$ cat src/rtl/spi_loader_pkg.sv
// Shared command codes and state encoding for the SPI memory loader.
package spi_loader_pkg;

    localparam logic [7:0] CMD_WRITE = 8'h02;
    localparam logic [7:0] CMD_READ  = 8'h03;

    typedef enum logic [2:0] {
        IDLE,
        CMD,
        ADDR,
        WDATA,
        RDATA,
        IGNORE
    } loader_state_t;

endpackage

$ cat src/rtl/spi_mem_loader_if.sv
// Port A bus of dual_port_ram as seen by the SPI loader (master) and the RAM (slave).
interface spi_mem_loader_if #(
    parameter int ADDR_WIDTH = 8,
    parameter int DATA_WIDTH = 32
);

    logic                  mem_en;
    logic                  mem_we;
    logic [ADDR_WIDTH-1:0] mem_addr;
    logic [DATA_WIDTH-1:0] mem_wdata;
    logic [DATA_WIDTH-1:0] mem_rdata;

    modport master (
        output mem_en,
        output mem_we,
        output mem_addr,
        output mem_wdata,
        input  mem_rdata
    );

    modport slave (
        input  mem_en,
        input  mem_we,
        input  mem_addr,
        input  mem_wdata,
        output mem_rdata
    );

endinterface

$ cat src/rtl/spi_sync_edge.sv
// Synchronizer chains for the asynchronous SPI pins plus sclk/cs_n edge detection.
module spi_sync_edge #(
    parameter int SYNC_STAGES = 2
) (
    input  logic clock,
    input  logic reset,
    input  logic i_sclk,
    input  logic i_cs_n,
    input  logic i_mosi,
    output logic o_sclk_rise,
    output logic o_sclk_fall,
    output logic o_cs_fall,
    output logic o_cs_rise,
    output logic o_cs_n,
    output logic o_mosi
);

    logic [SYNC_STAGES-1:0] r_sclk_sync;
    logic [SYNC_STAGES-1:0] r_cs_sync;
    logic [SYNC_STAGES-1:0] r_mosi_sync;
    logic                   r_sclk_d;
    logic                   r_cs_d;
    logic [SYNC_STAGES:0]   w_sclk_shift;
    logic [SYNC_STAGES:0]   w_cs_shift;
    logic [SYNC_STAGES:0]   w_mosi_shift;
    logic                   w_sclk_s;
    logic                   w_cs_s;

    assign w_sclk_shift = {r_sclk_sync, i_sclk};
    assign w_cs_shift   = {r_cs_sync, i_cs_n};
    assign w_mosi_shift = {r_mosi_sync, i_mosi};

    assign w_sclk_s = r_sclk_sync[SYNC_STAGES-1];
    assign w_cs_s   = r_cs_sync[SYNC_STAGES-1];

    // cs_n resets to the deselected level so busy is low out of reset.
    always_ff @(posedge clock) begin
        if (!reset) begin
            r_sclk_sync <= '0;
            r_cs_sync   <= '1;
            r_mosi_sync <= '0;
            r_sclk_d    <= 1'b0;
            r_cs_d      <= 1'b1;
        end else begin
            r_sclk_sync <= w_sclk_shift[SYNC_STAGES-1:0];
            r_cs_sync   <= w_cs_shift[SYNC_STAGES-1:0];
            r_mosi_sync <= w_mosi_shift[SYNC_STAGES-1:0];
            r_sclk_d    <= w_sclk_s;
            r_cs_d      <= w_cs_s;
        end
    end

    assign o_sclk_rise = w_sclk_s & ~r_sclk_d;
    assign o_sclk_fall = ~w_sclk_s & r_sclk_d;
    assign o_cs_fall   = ~w_cs_s & r_cs_d;
    assign o_cs_rise   = w_cs_s & ~r_cs_d;
    assign o_cs_n      = w_cs_s;
    assign o_mosi      = r_mosi_sync[SYNC_STAGES-1];

endmodule

$ cat src/rtl/spi_mem_loader.sv
// SPI mode-0 slave that writes program words into RAM port A and reads them back.
module spi_mem_loader
    import spi_loader_pkg::*;
#(
    parameter int ADDR_WIDTH  = 8,
    parameter int DATA_WIDTH  = 32,
    parameter int SYNC_STAGES = 2
) (
    input  logic clock,
    input  logic reset,
    input  logic sclk,
    input  logic cs_n,
    input  logic mosi,
    output logic miso,
    output logic busy,
    output logic load_done,
    output logic cmd_err,
    spi_mem_loader_if.master mem
);

    localparam int NBYTES = DATA_WIDTH / 8;
    localparam int BIDX_W = (NBYTES > 1) ? $clog2(NBYTES) : 1;
    localparam int TXC_W  = $clog2(DATA_WIDTH);

    logic w_sclk_rise;
    logic w_sclk_fall;
    logic w_cs_fall;
    logic w_cs_rise;
    logic w_cs_n_s;
    logic w_mosi_s;

    loader_state_t r_state;
    loader_state_t w_state_next;

    logic [2:0]            r_bit_cnt;
    logic [6:0]            r_byte_sr;
    logic [BIDX_W-1:0]     r_byte_idx;
    logic [DATA_WIDTH-1:0] r_word;
    logic [DATA_WIDTH-1:0] r_tx;
    logic [DATA_WIDTH-1:0] r_prefetch;
    logic [ADDR_WIDTH-1:0] r_addr;
    logic [TXC_W-1:0]      r_tx_bits;
    logic                  r_rise_seen;
    logic                  r_rd_wait;
    logic                  r_rd_first;
    logic                  r_is_write;
    logic                  r_wrote_any;
    logic                  r_mem_en;
    logic                  r_mem_we;
    logic [ADDR_WIDTH-1:0] r_mem_addr;
    logic [DATA_WIDTH-1:0] r_mem_wdata;
    logic                  r_load_done;
    logic                  r_cmd_err;

    logic [7:0]            w_byte_next;
    logic                  w_byte_done;
    logic [DATA_WIDTH-1:0] w_word_next;
    logic                  w_issue_write;
    logic                  w_issue_first_rd;
    logic                  w_word_end;
    logic                  w_set_err;

    spi_sync_edge #(
        .SYNC_STAGES(SYNC_STAGES)
    ) u_sync (
        .clock      (clock),
        .reset      (reset),
        .i_sclk     (sclk),
        .i_cs_n     (cs_n),
        .i_mosi     (mosi),
        .o_sclk_rise(w_sclk_rise),
        .o_sclk_fall(w_sclk_fall),
        .o_cs_fall  (w_cs_fall),
        .o_cs_rise  (w_cs_rise),
        .o_cs_n     (w_cs_n_s),
        .o_mosi     (w_mosi_s)
    );

    assign w_byte_next = {r_byte_sr, w_mosi_s};
    assign w_byte_done = w_sclk_rise && (r_bit_cnt == 3'd7);
    assign w_word_next = (r_word << 8) | DATA_WIDTH'(w_byte_next);

    always_ff @(posedge clock) begin
        if (!reset) begin
            r_state <= IDLE;
        end else begin
            r_state <= w_state_next;
        end
    end

    // cs_n rise wins over everything, including an sclk edge in the same cycle.
    always_comb begin
        w_state_next     = r_state;
        w_issue_write    = 1'b0;
        w_issue_first_rd = 1'b0;
        w_word_end       = 1'b0;
        w_set_err        = 1'b0;
        if (w_cs_rise) begin
            w_state_next = IDLE;
        end else if (w_cs_fall) begin
            w_state_next = CMD;
        end else begin
            case (r_state)
                CMD: begin
                    if (w_byte_done) begin
                        if (w_byte_next == CMD_WRITE || w_byte_next == CMD_READ) begin
                            w_state_next = ADDR;
                        end else begin
                            w_state_next = IGNORE;
                            w_set_err    = 1'b1;
                        end
                    end
                end
                ADDR: begin
                    if (w_byte_done) begin
                        if (r_is_write) begin
                            w_state_next = WDATA;
                        end else begin
                            w_state_next     = RDATA;
                            w_issue_first_rd = 1'b1;
                        end
                    end
                end
                WDATA: begin
                    if (w_byte_done && r_byte_idx == BIDX_W'(NBYTES - 1)) begin
                        w_issue_write = 1'b1;
                    end
                end
                RDATA: begin
                    if (w_sclk_fall && r_rise_seen && r_tx_bits == TXC_W'(DATA_WIDTH - 1)) begin
                        w_word_end = 1'b1;
                    end
                end
                default: ;
            endcase
        end
    end

    always_ff @(posedge clock) begin
        if (!reset) begin
            r_bit_cnt   <= '0;
            r_byte_sr   <= '0;
            r_byte_idx  <= '0;
            r_word      <= '0;
            r_tx        <= '0;
            r_prefetch  <= '0;
            r_addr      <= '0;
            r_tx_bits   <= '0;
            r_rise_seen <= 1'b0;
            r_rd_wait   <= 1'b0;
            r_rd_first  <= 1'b0;
            r_is_write  <= 1'b0;
            r_wrote_any <= 1'b0;
            r_mem_en    <= 1'b0;
            r_mem_we    <= 1'b0;
            r_mem_addr  <= '0;
            r_mem_wdata <= '0;
            r_load_done <= 1'b0;
            r_cmd_err   <= 1'b0;
        end else begin
            r_mem_en    <= 1'b0;
            r_mem_we    <= 1'b0;
            r_load_done <= 1'b0;
            r_rd_wait   <= r_mem_en && !r_mem_we;
            if (w_cs_rise) begin
                r_load_done <= r_wrote_any;
                r_wrote_any <= 1'b0;
            end else if (w_cs_fall) begin
                r_bit_cnt   <= '0;
                r_byte_sr   <= '0;
                r_byte_idx  <= '0;
                r_word      <= '0;
                r_tx        <= '0;
                r_tx_bits   <= '0;
                r_rise_seen <= 1'b0;
                r_rd_first  <= 1'b0;
                r_wrote_any <= 1'b0;
                r_cmd_err   <= 1'b0;
            end else begin
                if (w_sclk_rise && r_state != IDLE) begin
                    r_bit_cnt <= r_bit_cnt + 3'd1;
                    r_byte_sr <= w_byte_next[6:0];
                end
                if (r_state == CMD && w_byte_done) begin
                    r_is_write <= (w_byte_next == CMD_WRITE);
                end
                if (w_set_err) begin
                    r_cmd_err <= 1'b1;
                end
                if (r_state == ADDR && w_byte_done) begin
                    r_addr <= w_byte_next[ADDR_WIDTH-1:0];
                end
                if (r_state == WDATA && w_byte_done) begin
                    r_word     <= w_word_next;
                    r_byte_idx <= w_issue_write ? '0 : r_byte_idx + 1'b1;
                end
                if (w_issue_write) begin
                    r_mem_en    <= 1'b1;
                    r_mem_we    <= 1'b1;
                    r_mem_addr  <= r_addr;
                    r_mem_wdata <= w_word_next;
                    r_addr      <= r_addr + 1'b1;
                    r_wrote_any <= 1'b1;
                end
                if (w_issue_first_rd) begin
                    r_mem_en   <= 1'b1;
                    r_mem_addr <= w_byte_next[ADDR_WIDTH-1:0];
                    r_rd_first <= 1'b1;
                end
                // miso only shifts on a fall that follows a data-phase rise.
                if (r_state == RDATA) begin
                    if (w_sclk_rise) begin
                        r_rise_seen <= 1'b1;
                    end else if (w_sclk_fall && r_rise_seen) begin
                        r_rise_seen <= 1'b0;
                        r_tx_bits   <= w_word_end ? '0 : r_tx_bits + 1'b1;
                        r_tx        <= w_word_end ? r_prefetch : (r_tx << 1);
                    end
                    if (r_rd_wait) begin
                        if (r_rd_first) begin
                            r_tx       <= mem.mem_rdata;
                            r_rd_first <= 1'b0;
                        end else begin
                            r_prefetch <= mem.mem_rdata;
                        end
                    end
                    if ((r_rd_wait && r_rd_first) || w_word_end) begin
                        r_mem_en   <= 1'b1;
                        r_mem_addr <= r_addr + 1'b1;
                        r_addr     <= r_addr + 1'b1;
                    end
                end
            end
        end
    end

    assign miso          = (r_state == RDATA) ? r_tx[DATA_WIDTH-1] : 1'b0;
    assign busy          = ~w_cs_n_s;
    assign load_done     = r_load_done;
    assign cmd_err       = r_cmd_err;
    assign mem.mem_en    = r_mem_en;
    assign mem.mem_we    = r_mem_we;
    assign mem.mem_addr  = r_mem_addr;
    assign mem.mem_wdata = r_mem_wdata;

endmodule

$ cat src/flat_wrapper.sv
// flat-port wrapper written by rule: the top's interface ports become plain ports
module spi_mem_loader_flat import spi_loader_pkg::*;
#(
    parameter int ADDR_WIDTH  = 8,
    parameter int DATA_WIDTH  = 32,
    parameter int SYNC_STAGES = 2
)
  (clock, reset, sclk, cs_n, mosi, miso, busy, load_done, cmd_err, mem_mem_en, mem_mem_we, mem_mem_addr, mem_mem_wdata, mem_mem_rdata);
  spi_mem_loader_if #(.ADDR_WIDTH(ADDR_WIDTH), .DATA_WIDTH(DATA_WIDTH)) mem_i ();
  input  logic clock;
  input  logic reset;
  input  logic sclk;
  input  logic cs_n;
  input  logic mosi;
  output logic miso;
  output logic busy;
  output logic load_done;
  output logic cmd_err;
  output wire logic [$bits(mem_i.mem_en)-1:0] mem_mem_en;
  output wire logic [$bits(mem_i.mem_we)-1:0] mem_mem_we;
  output wire logic [$bits(mem_i.mem_addr)-1:0] mem_mem_addr;
  output wire logic [$bits(mem_i.mem_wdata)-1:0] mem_mem_wdata;
  input wire logic [$bits(mem_i.mem_rdata)-1:0] mem_mem_rdata;
  assign mem_mem_en = mem_i.mem_en;
  assign mem_mem_we = mem_i.mem_we;
  assign mem_mem_addr = mem_i.mem_addr;
  assign mem_mem_wdata = mem_i.mem_wdata;
  assign mem_i.mem_rdata = mem_mem_rdata;
  spi_mem_loader #(.ADDR_WIDTH(ADDR_WIDTH), .DATA_WIDTH(DATA_WIDTH), .SYNC_STAGES(SYNC_STAGES)) u_core (.clock(clock), .reset(reset), .sclk(sclk), .cs_n(cs_n), .mosi(mosi), .miso(miso), .busy(busy), .load_done(load_done), .cmd_err(cmd_err), .mem(mem_i));
endmodule
$ cat config.mk
export PLATFORM = sky130hd
export DESIGN_NAME = spi_mem_loader_flat
export DESIGN_NICKNAME = d
export VERILOG_FILES = /design/src/rtl/spi_loader_pkg.sv /design/src/rtl/spi_mem_loader_if.sv /design/src/rtl/spi_sync_edge.sv /design/src/rtl/spi_mem_loader.sv /design/src/flat_wrapper.sv
export SDC_FILE = /design/constraint.sdc
export NUM_CORES = 1
export LEC_CHECK = 0
export ABC_AREA = 1
export CORE_UTILIZATION = 52
export DETAILED_ROUTE_END_ITERATION = 7
export PLACE_DENSITY = 0.77
export RECOVER_POWER = 100
export SETUP_SLACK_MARGIN = 0.3
export SLEW_MARGIN = 0
export SYNTH_ARGS = -nofsm -noshare
export SYNTH_HDL_FRONTEND = slang
export SYNTH_HIERARCHICAL = 1
export SYNTH_SLANG_ARGS = --single-unit
$ cat constraint.sdc
create_clock -name clock -period 1.8 [get_ports clock]
set_input_delay 0.18 -clock clock [delete_from_list [all_inputs] [get_ports clock]]
set_output_delay 0.18 -clock clock [all_outputs]
set_load 0.03 [all_outputs]
==> metrics.txt <==
# TYPE chip_impl_metric gauge
chip_impl_info{name="run_status",value="finished, violations left"} 1
chip_impl_info{name="failed_checks",value="max-capacitance violations, max-slew violations, negative setup slack"} 1
chip_impl_metric{name="drc",unit=""} 0
chip_impl_metric{name="critPathArrivalTime",unit="ps"} 2320
chip_impl_metric{name="area_growth_syn_to_layout",unit="%"} 43.53
chip_impl_metric{name="final_critical_path_setup_slack",unit="ps"} -159.0
chip_impl_info{name="classification_of_the_worst_setup_path",value="reg -> reg"} 1
chip_impl_metric{name="clk_latency",unit="ps"} 450
chip_impl_metric{name="sequential_cell_area",unit="um2"} 3475
chip_impl_metric{name="synth_xor_area_share",unit="%"} 0.1067
chip_impl_metric{name="drtPass1Iterations",unit=""} 7
chip_impl_metric{name="synth.yosys.warnings",unit=""} 6
chip_impl_metric{name="multi_input_area",unit="um2"} 4852
chip_impl_metric{name="pin_count_of_the_biggest_net_entering_global_routing",unit=""} 66
chip_impl_metric{name="globalRouteTotalUtil",unit="%"} 30.48
chip_impl_metric{name="first_global_vias",unit=""} 8195
chip_impl_metric{name="initial_antenna_violation_count",unit=""} 0
chip_impl_metric{name="die_area",unit="um2"} 16290
chip_impl_metric{name="final_max_slew_viol_count",unit=""} 66
chip_impl_info{name="hold_class",value="in -> reg"} 1
chip_impl_metric{name="io-pin-count",unit=""} 83
chip_impl_metric{name="seq_area_frac_synth",unit="%"} 42.19
chip_impl_metric{name="required",unit="ps"} 2160
chip_impl_metric{name="synth_fa_ha_area_share",unit="%"} 0.9145
chip_impl_metric{name="cts.htree.levels",unit=""} 4
chip_impl_metric{name="max-clock-path-buffers",unit=""} 2
chip_impl_metric{name="synth_mux_area_share",unit="%"} 0
chip_impl_metric{name="cts.sink_count",unit=""} 173
chip_impl_metric{name="final-setup-viol-count",unit=""} 78
chip_impl_metric{name="synth_top_cell_area_share",unit="%"} 42.19
chip_impl_info{name="worst_path_max_delay_cell",value="sky130_fd_sc_hd__dfxtp_1"} 1
chip_impl_info{name="start_kind",value="register"} 1
chip_impl_metric{name="cp_max_fo",unit=""} 6
chip_impl_metric{name="synth.cell_area",unit="um2"} 8209
chip_impl_metric{name="leakagePower",unit="nW"} 4.930
chip_impl_metric{name="final_wirelength",unit="um"} 27800
chip_impl_metric{name="synth_simple_gate_area_share",unit="%"} 30.36
chip_impl_metric{name="num_rows",unit=""} 45
chip_impl_metric{name="count_of_nets_left_with_antenna_violations_after_detail_routing",unit=""} 0
chip_impl_metric{name="fill_cells",unit=""} 1014
chip_impl_metric{name="fp.dieW",unit="um"} 127.6
chip_impl_metric{name="design.final.nets",unit=""} 1419
chip_impl_metric{name="post_synthesis_compound_gate_area_fraction",unit="%"} 16.14
chip_impl_metric{name="vias",unit=""} 9237
chip_impl_metric{name="period_minus_slack",unit="ps"} 1959
chip_impl_metric{name="achievable-frequency",unit="GHz"} 0.5105
chip_impl_info{name="crit_chain",value="inv_2 > nand2_1 > nor2_4 > buf_6 > buf_6 > o21ai_4 > buf_6 > buf_16 > nand2_2 > a21oi_1"} 1
chip_impl_metric{name="wire_length_of_the_first_global_routing_pass",unit="um"} 39760
chip_impl_info{name="cts_root_buf",value="sky130_fd_sc_hd__clkbuf_16"} 1
chip_impl_info{name="combinational_family_with_the_most_area_after_synthesis",value="simple AND/OR/NAND/NOR gates"} 1
chip_impl_metric{name="detailed_place.area",unit="um2"} 9525
chip_impl_info{name="synth.top_cells.by_area",value="sky130_fd_sc_hd__dfxtp_1 42%, sky130_fd_sc_hd__nand2_1 15%, sky130_fd_sc_hd__a21oi_1 11%"} 1
chip_impl_metric{name="synth-seq-cells",unit=""} 173
chip_impl_metric{name="global_route.overflow_total",unit=""} 0
chip_impl_metric{name="worst_slew_pin_slew",unit="ps"} 1513
chip_impl_metric{name="dp_hpwl",unit="um"} 12860
chip_impl_metric{name="peakVddDrop",unit="V"} 0.0007168
chip_impl_metric{name="initial_utilization",unit="%"} 53.60
chip_impl_metric{name="synthCells",unit=""} 1249
chip_impl_metric{name="max_slew_margin",unit="%"} -0.8564
chip_impl_metric{name="placement.io_buffers",unit=""} 82
chip_impl_metric{name="netlist-cell-type-count",unit=""} 31
chip_impl_metric{name="clk_transition_reported_paths",unit="ps"} 80
chip_impl_info{name="worst_path_most_repeated_cell",value="sky130_fd_sc_hd__buf_6"} 1
chip_impl_metric{name="diodes",unit=""} 0
chip_impl_metric{name="finish.instance_area",unit="um2"} 11780
chip_impl_metric{name="fin_skew",unit="ps"} 12.48
chip_impl_info{name="synth_area_leader_cell",value="sky130_fd_sc_hd__dfxtp_1"} 1
chip_impl_metric{name="synth.net_count",unit=""} 1292
chip_impl_metric{name="ratio_of_cells_with_drive_above_1_in_the_final_layout",unit="%"} 25.41
chip_impl_info{name="cts_tree",value="yes"} 1
chip_impl_metric{name="cts.hold.buffers_added",unit=""} 0
chip_impl_metric{name="synth_area_per_cell",unit="um2"} 6.573
chip_impl_metric{name="power.density_cell_area",unit="nW/um2"} 667.5
chip_impl_metric{name="maxCapViolCount",unit=""} 1
chip_impl_metric{name="detail_route.wl_per_cell",unit="um"} 17.38
chip_impl_metric{name="final_util",unit="%"} 76.94
chip_impl_metric{name="gp_weighted_congestion",unit=""} 0.8824
chip_impl_metric{name="tritoncts.num_buffers",unit=""} 17
chip_impl_metric{name="hold_viol",unit=""} 0
chip_impl_info{name="grt_setup_unrepaired",value="true"} 1
chip_impl_metric{name="finalCritPeriodShare",unit="%"} 108.8
chip_impl_metric{name="critPathMaxStageDelay",unit="ps"} 500
chip_impl_info{name="critical_path.endpoint_type",value="register"} 1
chip_impl_metric{name="detail_route.iter0.violations",unit=""} 1177
chip_impl_metric{name="design.core.area",unit="um2"} 15310
chip_impl_metric{name="drt-vias-per-instance",unit=""} 5.773
chip_impl_metric{name="die_y",unit="um"} 127.6
==> kinds of logic (layout without fill, tap and decap cells) <==
| kind of cell | after synthesis | in the layout |
|---|---|---|
| fa+ha+maj | 6 | 6 |
| buf+inv | 207 | 345 |
| xor+xnor | 1 | 1 |
| simple gates | 602 | 604 |
| flops | 173 | 173 |
| compound gates | 260 | 260 |
==> layout make-up <==
class	instances	share of cell area, %
Clock buffer	18	3.727
Inverter	138	4.524
Sequential cell	173	29.49
Clock inverter	14	1.041
Multi-Input combinational cell	871	41.18
Timing Repair Buffer	174	17.70
Timing Repair inverter	1	0.09557
Tap cell	211	2.241
==> worst paths after layout <==
kind                              startpoint                    endpoint  slack [ps]  cells after the start
setup reg to reg           u_core/r_state[2]           u_core/r_word[22]        -160                     10
setup / recovery           u_core/r_state[2]           u_core/r_word[22]        -160                     10
hold reg to reg   u_core/u_sync/r_cs_sync[0]  u_core/u_sync/r_cs_sync[1]         410                      2
hold / removal                         reset             u_core/r_tx[25]         180                      3
==> cells in the mapped netlist (all sizes together) <==
cell type  number
nand2         329
a21oi         180
dfxtp         173
nor2          143
inv           138
nand3         114
o21ai          71
clkbuf         41
buf            28
nor3           11
o22ai           7
ha              6
nand4           2
or2             2
a22oi           1
nor3b           1
o211a           1
xnor2           1
==> cell usage in the layout, fill, tap and decap left out, types with 14 or more instances in the layout <==
master                            Yosys  final
sky130_fd_sc_hd__nand2_1            326    252
sky130_fd_sc_hd__dfxtp_1            173    164
sky130_fd_sc_hd__a21oi_1            180    128
sky130_fd_sc_hd__inv_1              129    125
sky130_fd_sc_hd__nor2_1             137    122
sky130_fd_sc_hd__nand3_1            110     93
sky130_fd_sc_hd__a21oi_2              0     49
sky130_fd_sc_hd__nand2_2              1     47
sky130_fd_sc_hd__dlygate4sd2_1        0     45
sky130_fd_sc_hd__o21ai_0             59     41
sky130_fd_sc_hd__buf_4                1     38
sky130_fd_sc_hd__clkdlybuf4s50_1      0     35
sky130_fd_sc_hd__nand2_4              2     29
sky130_fd_sc_hd__clkbuf_16            0     24
sky130_fd_sc_hd__buf_12               0     19
sky130_fd_sc_hd__nand3_2              4     18
sky130_fd_sc_hd__o21ai_2              2     16
sky130_fd_sc_hd__buf_6                5     14
==> timing repair <==
action / CTS / global route
buffers inserted: 23 / 12
pin swaps: 32 / 30
setup endpoints to repair: 205 / 161
gates resized for setup: 221 / 108
gates cloned: 12 / 9
==> worst max-delay path, delay by kind of cell, from the launching register on <==
family                 cells  cell delay [ps]
and+or+nand+nor            3              310
AOI/OAI and AO/OA          2              390
buffers and inverters      5              670
DFF                        1              500
==> power by group <==
part | internal (W) | switching, W
Clock | 0.00186 | 0.00173
Combinational | 0.000176 | 0.000237
Sequential | 0.00384 | 0.0000163
Total | 0.00588 | 0.00199
==> state kept, by name, indices dropped and copies added, names as in the netlist, 2 cells and up <==
name,count
u_core/r_state,3
u_core/u_sync/r_cs_sync,2
u_core/r_byte_idx,2
u_core/mem.mem_addr,8
u_core/r_byte_sr,7
u_core/r_word,24
u_core/r_prefetch,32
u_core/u_sync/r_sclk_sync,2
u_core/r_addr,8
u_core/r_tx,32
u_core/mem.mem_wdata,32
u_core/r_bit_cnt,3
u_core/u_sync/r_mosi_sync,2
u_core/r_tx_bits,5
==> stage by stage <==
step                worst slack, ps  power, W  hold slack [ps]  cells  TNS [ps]
floorplan                     172.9  0.004098            264.8   1249         0
global placement              50.77  0.004271            380.6   1512         0
detailed placement            1.530  0.004272            390.1   1512         0
CTS                           5.594  0.007816            198.7   1579         0
global route                 -365.3  0.008062            196.5   1600    -14960
finish                       -159.0  0.007864            181.1   1600     -5696
==> layer usage <==
metal	routed length, um	global-route usage, %	vias to the layer above
met1	10680	38.79	4276
met2	13440	50.85	581
met5	0	0	-
li1	-	-	4260
met4	1108	12.39	0
met3	2577	5.779	120
No activity file was read; power rests on OpenSTA's default activity.
==> edit (same flow settings) <==
The 6 states of `loader_state_t` get a Gray code encoding in 3 bits.
--- a/src/rtl/spi_loader_pkg.sv
+++ b/src/rtl/spi_loader_pkg.sv
@@ -7,8 +7,8 @@
     typedef enum logic [2:0] {
-        IDLE,
-        CMD,
-        ADDR,
-        WDATA,
-        RDATA,
-        IGNORE
+        IDLE   = 3'b000,
+        CMD    = 3'b001,
+        ADDR   = 3'b011,
+        WDATA  = 3'b010,
+        RDATA  = 3'b110,
+        IGNORE = 3'b111
     } loader_state_t;
Check against the original RTL: no difference found for any inputs over 4 cycles, from zero or initial values and one cycle with reset low; so few cycles prove little.
==> edit against the original RTL <==
  * Setup slack better by 47 ps
  * Synthesized area is 1.4% lower
  * Critical endpoint is now u_core/r_addr[2]$_SDFFE_PN0P_
  * Power is 2.5% higher
  * Sequential cell count stayed put
  * Cell area is 3.7% higher
  * Clock skew is 2.5 ps higher
  * The run ends with setup timing left
  * Routed wire length is 13% higher
  * Synthesized cell count is 4.2% lower
==> edit: results (changes against the original RTL) <==
* CP peak stage delay: 360 ps (-140 ps)
- Global-route wire length before repair: 40.0 mm (+0.57%)
- The ratio of routed vias to standard cells came to 6.12 (+6.1%).
* Post-route worst setup slack: -112 ps (+46.9 ps)
- The met1 track utilization from global routing came to 0.369 (-0.0188).
* Routed wl met2: 15.2 mm (+13%)
* Arithmetic-cell share of the synthesized area counting full adders, half adders and majority gates: 0.00928 (+0.000131)
* Share of the final layout cell area in sequential cells: 0.285 (-0.00998)
- For hold timing, the worst endpoint is u_core/r_state[0]$_SDFFE_PP0P_.
* Post-detail-place hpwl: 13.6 mm (+5.6%)
- The area of the multi-input gates is 5170 sq um (+6.5%).
* Synthesized area per cell: 6.76 sq um (+2.9%)
- The count of clock buffers in the final design is 19 (+1).
- The flow ran to the end, but the final reports show violations.
- Final Setup Violations: 29 (-63%)
- The global-route usage over all layers came to 0.313 (+0.00818).
- The worst hold slack was 88.1 ps (-93.0 ps).
- Cell variety after synth: 36 (+16%)
* Layout buffering overhead excluding clock cells: 0.191 (+0.0140)
* Die Area: 16100 sq um (-1.4%)
* Sequential fraction of the synthesis area: 0.428 (+0.00607)
- The checks that failed: setup timing.
- Synth cell count leaders: nand2_1, nor2_1, dfxtp_1
- The clock-cell share of area came to 0.0460 (-0.00171).
- The ratio of cells with drive above 1 in the final layout is 0.307 (+0.0529).
- The met3 routing resource usage after global routing was 0.0658 (+0.00801).
- The met2 track demand over resource came to 0.541 (+0.0326).
* Number of signal-net inverters in the final layout: 105 (-24%)
- The final weighted congestion of routability-driven global placement is 0.860 (-2.6%).
- Fraction of standard cell area in multi-input logic: 0.423 (+0.0109)
- Top area cells in the synthesized netlist: dfxtp_1, nand2_1, a21oi_1, nor2_1, nand3_1
- Max-cap viol count: 0 (-1)
- The count of multi-input gates was 854 (-2.0%).
- The synthesized-area fraction occupied by ao, oa, aoi and oai cells was 0.148 (-0.0136).
- Data arrival time of the worst path: 2270 ps (-50 ps)
[edit: changes by cell type after synthesis, moves of 3 or more]
cell	before	now
nor3_1	11	5
a21oi_1	180	147
inv_1	129	97
xor2_1	0	3
buf_2	19	14
nand3_1	110	79
buf_4	1	4
o21ai_0	59	73
nand3b_1	0	32
nand2_1	326	304
inv_2	9	3
nand3_2	4	1
nor2_1	137	174
o21ai_1	10	1
[edit: cells by family (layout without fill, tap and decap cells)]
logic type / Yosys count / in the layout
adders and majority gates: 6 / 6
and+or+nand+nor: 610 / 610
xor gates and xnor gates: 4 / 4
buffers and inverters: 170 / 328
DFF: 173 / 173
AOI/OAI and AO/OA: 234 / 234
[edit: power by group through the flow]
| stage | registers (mW) | logic [mW] | clock network (mW) |
|---|---|---|---|
| CTS | 3.86 | 0.396 | 3.58 |
| global placement | 3.95 | 0.361 | 0 |
| floorplan | 3.97 | 0.172 | 0 |
| detailed placement | 3.95 | 0.362 | 0 |
| global route | 3.86 | 0.544 | 3.81 |
| finish | 3.86 | 0.518 | 3.69 |
